### src/rtl/seven_seg_pkg.sv
// seven_seg_pkg: segment width, blank code and active-low {g,f,e,d,c,b,a} glyphs
package seven_seg_pkg;
  localparam int SEG_W = 7;
  localparam logic [SEG_W-1:0] SEG_BLANK = 7'b1111111;
  localparam logic [SEG_W-1:0] SEG_0 = 7'b1000000;
  localparam logic [SEG_W-1:0] SEG_1 = 7'b1111001;
  localparam logic [SEG_W-1:0] SEG_2 = 7'b0100100;
  localparam logic [SEG_W-1:0] SEG_3 = 7'b0110000;
  localparam logic [SEG_W-1:0] SEG_4 = 7'b0011001;
  localparam logic [SEG_W-1:0] SEG_5 = 7'b0010010;
  localparam logic [SEG_W-1:0] SEG_6 = 7'b0000010;
  localparam logic [SEG_W-1:0] SEG_7 = 7'b1111000;
  localparam logic [SEG_W-1:0] SEG_8 = 7'b0000000;
  localparam logic [SEG_W-1:0] SEG_9 = 7'b0010000;
  localparam logic [SEG_W-1:0] SEG_A = 7'b0001000;
  localparam logic [SEG_W-1:0] SEG_B = 7'b0000011;
  localparam logic [SEG_W-1:0] SEG_C = 7'b1000110;
  localparam logic [SEG_W-1:0] SEG_D = 7'b0100001;
  localparam logic [SEG_W-1:0] SEG_E = 7'b0000110;
  localparam logic [SEG_W-1:0] SEG_F = 7'b0001110;
endpackage

### src/rtl/seven_seg_decode.sv
// seven_seg_decode: nibble to active-low glyph; SEVEN_SEG_HEX_EN enables A-F,
// otherwise 10-15 decode to blank (decimal-only).
module seven_seg_decode
  import seven_seg_pkg::*;
(
  input  logic [3:0]       nib,
  output logic [SEG_W-1:0] seg
);
  always_comb begin
    seg = SEG_BLANK;
    case (nib)
      4'h0: seg = SEG_0;
      4'h1: seg = SEG_1;
      4'h2: seg = SEG_2;
      4'h3: seg = SEG_3;
      4'h4: seg = SEG_4;
      4'h5: seg = SEG_5;
      4'h6: seg = SEG_6;
      4'h7: seg = SEG_7;
      4'h8: seg = SEG_8;
      4'h9: seg = SEG_9;
`ifdef SEVEN_SEG_HEX_EN
      4'hA: seg = SEG_A;
      4'hB: seg = SEG_B;
      4'hC: seg = SEG_C;
      4'hD: seg = SEG_D;
      4'hE: seg = SEG_E;
      4'hF: seg = SEG_F;
`endif
      default: seg = SEG_BLANK;
    endcase
  end
endmodule

### src/rtl/seven_seg_scan_driver.sv
// seven_seg_scan_driver: multiplexed common-anode scan with shadow load and
// per-slot ghosting guard; hex glyphs via SEVEN_SEG_HEX_EN in the decoder.
module seven_seg_scan_driver
  import seven_seg_pkg::*;
#(
  parameter int NUM_DIGITS   = 4,
  parameter int CLK_DIV      = 1000,
  parameter int GUARD_CYCLES = 2
) (
  input  logic                    clk,
  input  logic                    rst,
  input  logic [4*NUM_DIGITS-1:0] digits_in,
  input  logic [NUM_DIGITS-1:0]   digit_en_in,
  input  logic                    load,
  output logic [SEG_W-1:0]        segments,
  output logic [NUM_DIGITS-1:0]   anodes,
  output logic                    slot_start
);
  localparam int PW = $clog2(CLK_DIV);
  localparam int IW = NUM_DIGITS > 1 ? $clog2(NUM_DIGITS) : 1;
  logic [PW-1:0]                p;
  logic [IW-1:0]                idx;
  logic [NUM_DIGITS-1:0][3:0]   sh_dig;
  logic [NUM_DIGITS-1:0]        sh_en;
  logic                         wrap;
  logic                         lit;
  logic [SEG_W-1:0]             glyph;
  assign wrap = p == PW'(CLK_DIV - 1);
  assign lit  = p >= PW'(GUARD_CYCLES) && sh_en[idx];
  seven_seg_decode u_dec (.nib(sh_dig[idx]), .seg(glyph));
  // outputs are computed from pre-edge state, giving a one-cycle pipeline
  always_ff @(posedge clk or posedge rst)
    if (rst) begin
      p          <= '0;
      idx        <= '0;
      sh_dig     <= '0;
      sh_en      <= '0;
      segments   <= SEG_BLANK;
      anodes     <= '1;
      slot_start <= 1'b0;
    end else begin
      p <= wrap ? '0 : p + 1'b1;
      if (wrap) idx <= idx == IW'(NUM_DIGITS - 1) ? '0 : idx + 1'b1;
      if (load) begin
        sh_dig <= digits_in;
        sh_en  <= digit_en_in;
      end
      segments   <= lit ? glyph : SEG_BLANK;
      anodes     <= lit ? ~(NUM_DIGITS'(1) << idx) : '1;
      slot_start <= wrap;
    end
endmodule

### config.mk
export PLATFORM = sky130hd
export DESIGN_NAME = seven_seg_scan_driver
export DESIGN_NICKNAME = d
export VERILOG_FILES = /design/src/rtl/seven_seg_pkg.sv /design/src/rtl/seven_seg_decode.sv /design/src/rtl/seven_seg_scan_driver.sv
export SDC_FILE = /design/constraint.sdc
export NUM_CORES = 1
export LEC_CHECK = 0
export CORE_UTILIZATION = 45
export CTS_CLUSTER_SIZE = 25
export DETAILED_ROUTE_END_ITERATION = 8
export PLACE_DENSITY = 0.77
export SLEW_MARGIN = 20
export SYNTH_ARGS = -nofsm -noshare
export SYNTH_HDL_FRONTEND = slang
export SYNTH_SLANG_ARGS = --single-unit
### constraint.sdc
create_clock -name clk -period 2.8 [get_ports clk]
set_clock_uncertainty 0.1 [all_clocks]
set_input_delay 0.56 -clock clk [delete_from_list [all_inputs] [get_ports clk]]
set_output_delay 0.56 -clock clk [all_outputs]
set_load 0.01 [all_outputs]
==> results.yml, run 1 <==
pwr:
  p_seq_share_pct: 50.0
  powerDensity_mw_per_mm2: 555
  p_leak_nw: 1.09
  ir_worst_vdd_v: 0.000297
  p_switching_uw: 304
  p_int_mw: 1.11
  combPwrFrac_pct: 13.2
  switching_share_pct: 21.5
  p_clk_share_pct: 36.8
final_layout:
  drive_gt1_share_pct: 26.7
  synthToLayoutAreaGrowth_pct: 26.2
  final_cell_count_no_fill: 247
  diodes: 0
  final_area_mm2: 0.00255
  nets: 228
worst_setup_path:
  cp-start-kind: "flop"
  worstPathArrival_ns: 2.20
  cp.required_ns: 2.92
  critical_path_class: "reg -> reg"
  end_kind: "flop"
  crit_fanout: 10
timing:
  slew_headroom_pct: 64.4
  tightest_slew_ns: 0.534
  tns_ns: 0
  slew_viol_final: 0
  fin_crit_sh_pct: 74.5
  fmax_mhz: 480
  final_hold_viol_count: 0
  rsz0062_at_grt: "no"
  setup_viol: 0
  fin_crit_ns: 2.08
yosys:
  synth_top_area_share_pct: 40.8
  synth.area.top_cells: "dfrtp_1 41%, dfstp_2 14%, mux2_2 12%, ha_1 6.8%, mux4_2 5.6%"
  syn_area_mm2: 0.00202
  synth_cell_types: 29
  synthCells: 155
  synth_ff_type: "dfrtp_1"
  syn_avg_cell_area_um2: 13.1
  async_flop_share_pct: 100
  yosys_warnings: 0
  ys_seq_area_share_pct: 55.1
  synthesis.nets: 189
  synth_seq_cells: 44
  yosys.area.top_type: "dfrtp_1"
  synth-edff-count: 0
detailed_routing:
  remaining_drc_errors: 0
  totalWireLength_mm: 3.49
  num_vias: 1317
  viasPerCell: 5.33
  detail-route-antenna-nets: 0
  firstDrtPassIters: 4
  wl_per_cell_um: 14.1
  drtIter0Drc: 104
die:
  core_area_mm2: 0.00432
  initial_core_util_pct: 46.8
  die_h_um: 69.1
  rows: 24
  pin_count: 35
  die_area_mm2: 0.00477
  die_x_um: 69.1
global_route:
  antenna_found_initial: 0
  grt_pass1_vias: 1318
  grt_overflow: 0
  grt_usage_pct: 16.1
  grt_pass1_wl_mm: 6.03
  grt_max_degree: 45
clocking:
  cts_root_buf: "clkbuf_8"
  cts_hold_buf: 0
  h-tree-depth: 2
  cts_tree: "built"
  clk_pin_slew_ns: 0.08
  cts.path.max_buffers: 2
  post_cts_buffers: 0
  clk_latency_ns: 0.29
  numCtsBuffers: 5
  post_cts_resized: 0
  cts_sinks: 44
worst_hold_path:
  holdCritPathClass: "reg -> reg"
placement:
  io_buffer_count: 34
  postPlaceCellArea_mm2: 0.00243
  dp_cells: 239
  place_hpwl_mm: 2.62
  place.gp.congestion: 0.845
job:
  drv_cap: 0
outcome:
  status: "finished clean"
kinds of logic (layout without fill, tap and decap cells):
family,after synthesis,after routing,synth area share [%]
DFF,44,44,55.1
xor gates and xnor gates,7,7,3.03
buffers and inverters,14,54,2.72
AOI/OAI and AO/OA,14,14,4.64
and+or+nand+nor,36,36,8.91
muxes,29,29,18.8
adders and majority gates,11,11,6.80
sequential cells by signal, indices dropped and copies added (netlist names):
name        count
idx             2
segments        7
slot_start      1
sh_dig         16
sh_en           4
p              10
anodes          4
path summary, 6_finish.rpt:
check                            start     endpoint  slack [ns]  depth (start not counted)
max in group asynchronous          rst    anodes[1]        1.60                          3
min in group asynchronous          rst    sh_dig[3]        0.60                          3
worst max-delay path            idx[0]  segments[3]        0.72                          6
worst min-delay path              p[0]         p[0]        0.40                          1
worst max register to register  idx[0]  segments[3]        0.72                          6
worst min register to register    p[0]         p[0]        0.40                          1
per-stage QoR:
step	setup slack, ns	power, mW	hold WS [ns]	utilization (%)
after global routing	0.577	1.48	0.429	59.0
after detailed placement	0.725	0.910	0.391	56.1
final	0.715	1.42	0.400	59.0
after global placement	0.809	0.898	0.374	56.1
after CTS	0.705	1.43	0.402	59.0
after floorplan	0.919	0.821	0.355	-
layout make-up:
type                    instances  area [um^2]
well taps                      52         65.1
fillers                       357         1770
multi-input cells              97          853
inverters                      10         37.5
flip-flops and latches         44         1110
repair buffers                 36          355
clock inverters                 1         30.0
clock buffers                   7         96.3
power by group through the flow:
stage / Clock (mW) / Combinational, mW / Sequential [mW]
2_1_floorplan: 0 / 0.0975 / 0.723
3_3_place_gp: 0 / 0.177 / 0.720
3_5_place_dp: 0 / 0.189 / 0.722
4_1_cts: 0.528 / 0.190 / 0.710
5_1_grt: 0.563 / 0.203 / 0.713
6_report: 0.521 / 0.187 / 0.709
cell usage after synthesis (3+ instances only):
| master | instances |
|---|---|
| nand2_1 | 9 |
| mux4_2 | 5 |
| nor2_1 | 12 |
| mux2_2 | 22 |
| ha_1 | 11 |
| xnor2_1 | 3 |
| dfrtp_1 | 33 |
| dfstp_2 | 11 |
| xor2_1 | 4 |
| inv_1 | 10 |
| o21ai_0 | 6 |
| nand3_1 | 5 |
| a21oi_1 | 3 |
worst max-delay path: stages (launching register included):
cell and delay, ns:
dfrtp_1 0.63, mux4_2 0.62, inv_1 0.14, ha_1 0.25, inv_1 0.06, mux2i_1 0.06
o21ai_0 0.15
metal layers:
| layer | wire length [um] | global-route usage [%] | vias to the layer above |
|---|---|---|---|
| met5 | 0 | 0 | - |
| met4 | 80 | 8.16 | 0 |
| met3 | 144 | 3.80 | 9 |
| met2 | 1720 | 25.7 | 37 |
| met1 | 1550 | 20.4 | 660 |
| li1 | - | - | 611 |
cell usage in the layout, fill, tap and decap left out, types with 3 or more instances in the layout:
master / n
clkbuf_8: 7
inv_1: 10
mux2_2: 22
nor2_1: 12
ha_1: 11
nand2_1: 9
clkdlybuf4s50_1: 34
xnor2_1: 3
xor2_1: 4
dfstp_2: 11
a21oi_1: 3
o21ai_0: 6
dfrtp_1: 33
nand3_1: 5
mux4_2: 5
Note: power is estimated with default switching activity, not from simulation.
==> run 2, diff against run 1 <==
PLACE_DENSITY = 0.79   (was 0.77)
clock period = 1.75 ns   (was 2.8 ns; I/O delays follow)
==> results.yml, run 2 (synthesis results as in run 1) <==
outcome:
  status: "finished, violations left"
  violations: "negative setup slack"
die:
  die_x_um: 69.1
  pin_count: 35
  core_area_mm2: 0.00432
  die_area_mm2: 0.00477
  die_h_um: 69.1
  rows: 24
  initial_core_util_pct: 46.8
clocking:
  clk_pin_slew_ns: 0.08
  cts_hold_buf: 0
  cts_root_buf: "clkbuf_8"
  h-tree-depth: 2
  cts.path.max_buffers: 2
  cts_tree: "built"
  cts_sinks: 44
  clk_latency_ns: 0.30
  numCtsBuffers: 5
worst_setup_path:
  r2r_slack_ns: -0.05
  cp_slowest_cell: "mux4_2"
  worstPathArrival_ns: 1.93
  end_kind: "flop"
  crit_start: "idx[0]"
  rr_endpoint: "segments[4]"
  setup.worst_path.end: "segments[4]"
  max_stage_delay_ns: 0.61
  crit_fanout: 6
  crit_chain: "mux4_2, inv_4, ha_4, nor2b_1, a211oi_1, o21ai_1"
  timing.rr.start: "idx[0]"
  reg2regPathDepth: 6
  critical_path_class: "reg -> reg"
  cp_num_cells: 6
  cpLargestDelayFamily: "multiplexers"
  cp-start-kind: "flop"
  crit_buf_inv: 1
  cp.required_ns: 1.88
pwr:
  switching_share_pct: 24.0
  p_clk_share_pct: 31.5
  powerDensity_mw_per_mm2: 784
  p_switching_uw: 528
  p_total_mw: 2.20
  p_seq_share_pct: 51.6
  combPwrFrac_pct: 17.0
  p_leak_nw: 1.19
  ir_worst_vdd_v: 0.000578
  p_int_mw: 1.67
job:
  drv_cap: 0
final_layout:
  largest_register_ffs: 16
  nets: 250
  final_util_pct: 64.8
  layout_commonest_cell: "dfrtp_1"
  final_cell_count_no_fill: 269
  reg.largest.list: "sh_dig: 16 flops, p: 10 flops, segments: 7 flops"
  regMostFlops: "sh_dig"
  drive_gt1_share_pct: 42.9
  multi_input_area_um2: 932
  mostFrequentLayoutCells: "32 x dfrtp_1, 23 x clkdlybuf4s50_1, 21 x mux2_2"
  ff_latch_area_mm2: 0.00112
  nFillCells: 319
  synthToLayoutAreaGrowth_pct: 38.5
  diodes: 0
global_route:
  antenna_found_initial: 0
  grt_use_met1_pct: 22.3
  grt_overflow: 0
  grt_usage_pct: 19.4
  met2_usage_pct: 32.8
  grt_util_met3_pct: 5.12
  grt_pass1_vias: 1509
  grt_pass1_wl_mm: 7.06
  grt_busiest_layer: "met2"
  grt_max_degree: 45
timing:
  tightest_slew_ns: 0.326
  fin_crit_sh_pct: 103
  final_hold_viol_count: 0
  rsz0062_at_grt: "yes"
  fmax_mhz: 554
  setup_viol: 6
  whs_ns: 0.305
  setup_ws_ns: -0.0538
  slew_headroom_pct: 78.1
  fin_crit_ns: 1.80
  slew_viol_final: 0
placement:
  io_buffer_count: 34
  place_hpwl_mm: 2.84
  place.gp.congestion: 0.838
  dp_cells: 254
  place_ws_ns: -0.155
detailed_routing:
  wl_per_cell_um: 15.7
  firstDrtPassIters: 4
  drtIter0Drc: 89
  totalWireLength_mm: 4.22
  detail-route-antenna-nets: 0
  remaining_drc_errors: 0
  viasPerCell: 5.33
  num_vias: 1435
worst_hold_path:
  holdCritPathClass: "in -> async"
-- run 2: cell types whose count changed in the layout (fill, tap and decap cells not counted), moves of 3 or more --
cell             delta
buf_4              +16
clkdlybuf4s50_1    -11
dlygate4sd2_1      +11
ha_1                -6
o21ai_0             -5
buf_6               +4
ha_2                +4
inv_1               -3
o21ai_2             +3
-- run 2: tightest hold or removal path: stages --
cell and delay (ns):
clkdlybuf4s50_1 0.40, inv_1 0.10, buf_12 0.24
-- run 2: power groups by stage --
stage               registers (mW)  logic (mW)  clock network, mW
floorplan                     1.16       0.158                  0
detailed placement            1.15       0.317                  0
global route                  1.14       0.398              0.749
finish                        1.13       0.373              0.691
global placement              1.15       0.299                  0
CTS                           1.13       0.350              0.706
-- run 2: worst min path at each step --
stage,start,endpoint,slack (ns),cells past startpoint
4_1_cts,rst,p[9],0.32,3
3_3_place_gp,p[0],p[0],0.37,1
6_report,rst,p[8],0.31,3
2_1_floorplan,p[0],p[0],0.35,1
5_1_grt,rst,slot_start,0.34,3
3_5_place_dp,sh_dig[15],sh_dig[15],0.39,1
-- run 2: area by class of cell --
cell class | count | share of cell area (%)
Sequential cell | 44 | 39.8
Multi-Input combinational cell | 97 | 33.3
Timing Repair Buffer | 58 | 19.5
Clock buffer | 8 | 3.57
Tap cell | 52 | 2.32
Inverter | 10 | 1.52
-- run 2: layer usage --
layer / vias to the layer above / routed length [um] / part of all wire (%)
li1: 661 / - / -
met1: 707 / 1630 / 39
met2: 52 / 2200 / 52
met3: 15 / 209 / 5.0
met4: 0 / 180 / 4.3
met5: - / 0 / 0
-- run 2: repair_timing --
| item | CTS | global route |
|---|---|---|
| setup endpoints to repair | 18 | 12 |
| setup buffers | 6 | 1 |
| resized for setup | 33 | 7 |
| pin swaps | 7 | 5 |
-- run 2: through the flow --
step                      cell area [um^2]  setup TNS (ns)
final                                 2800          -0.101
after floorplan                       2040         -0.0202
after global placement                2570          -0.186
after detailed placement              2570          -0.725
after CTS                             2770          -0.190
after global routing                  2800          -0.635
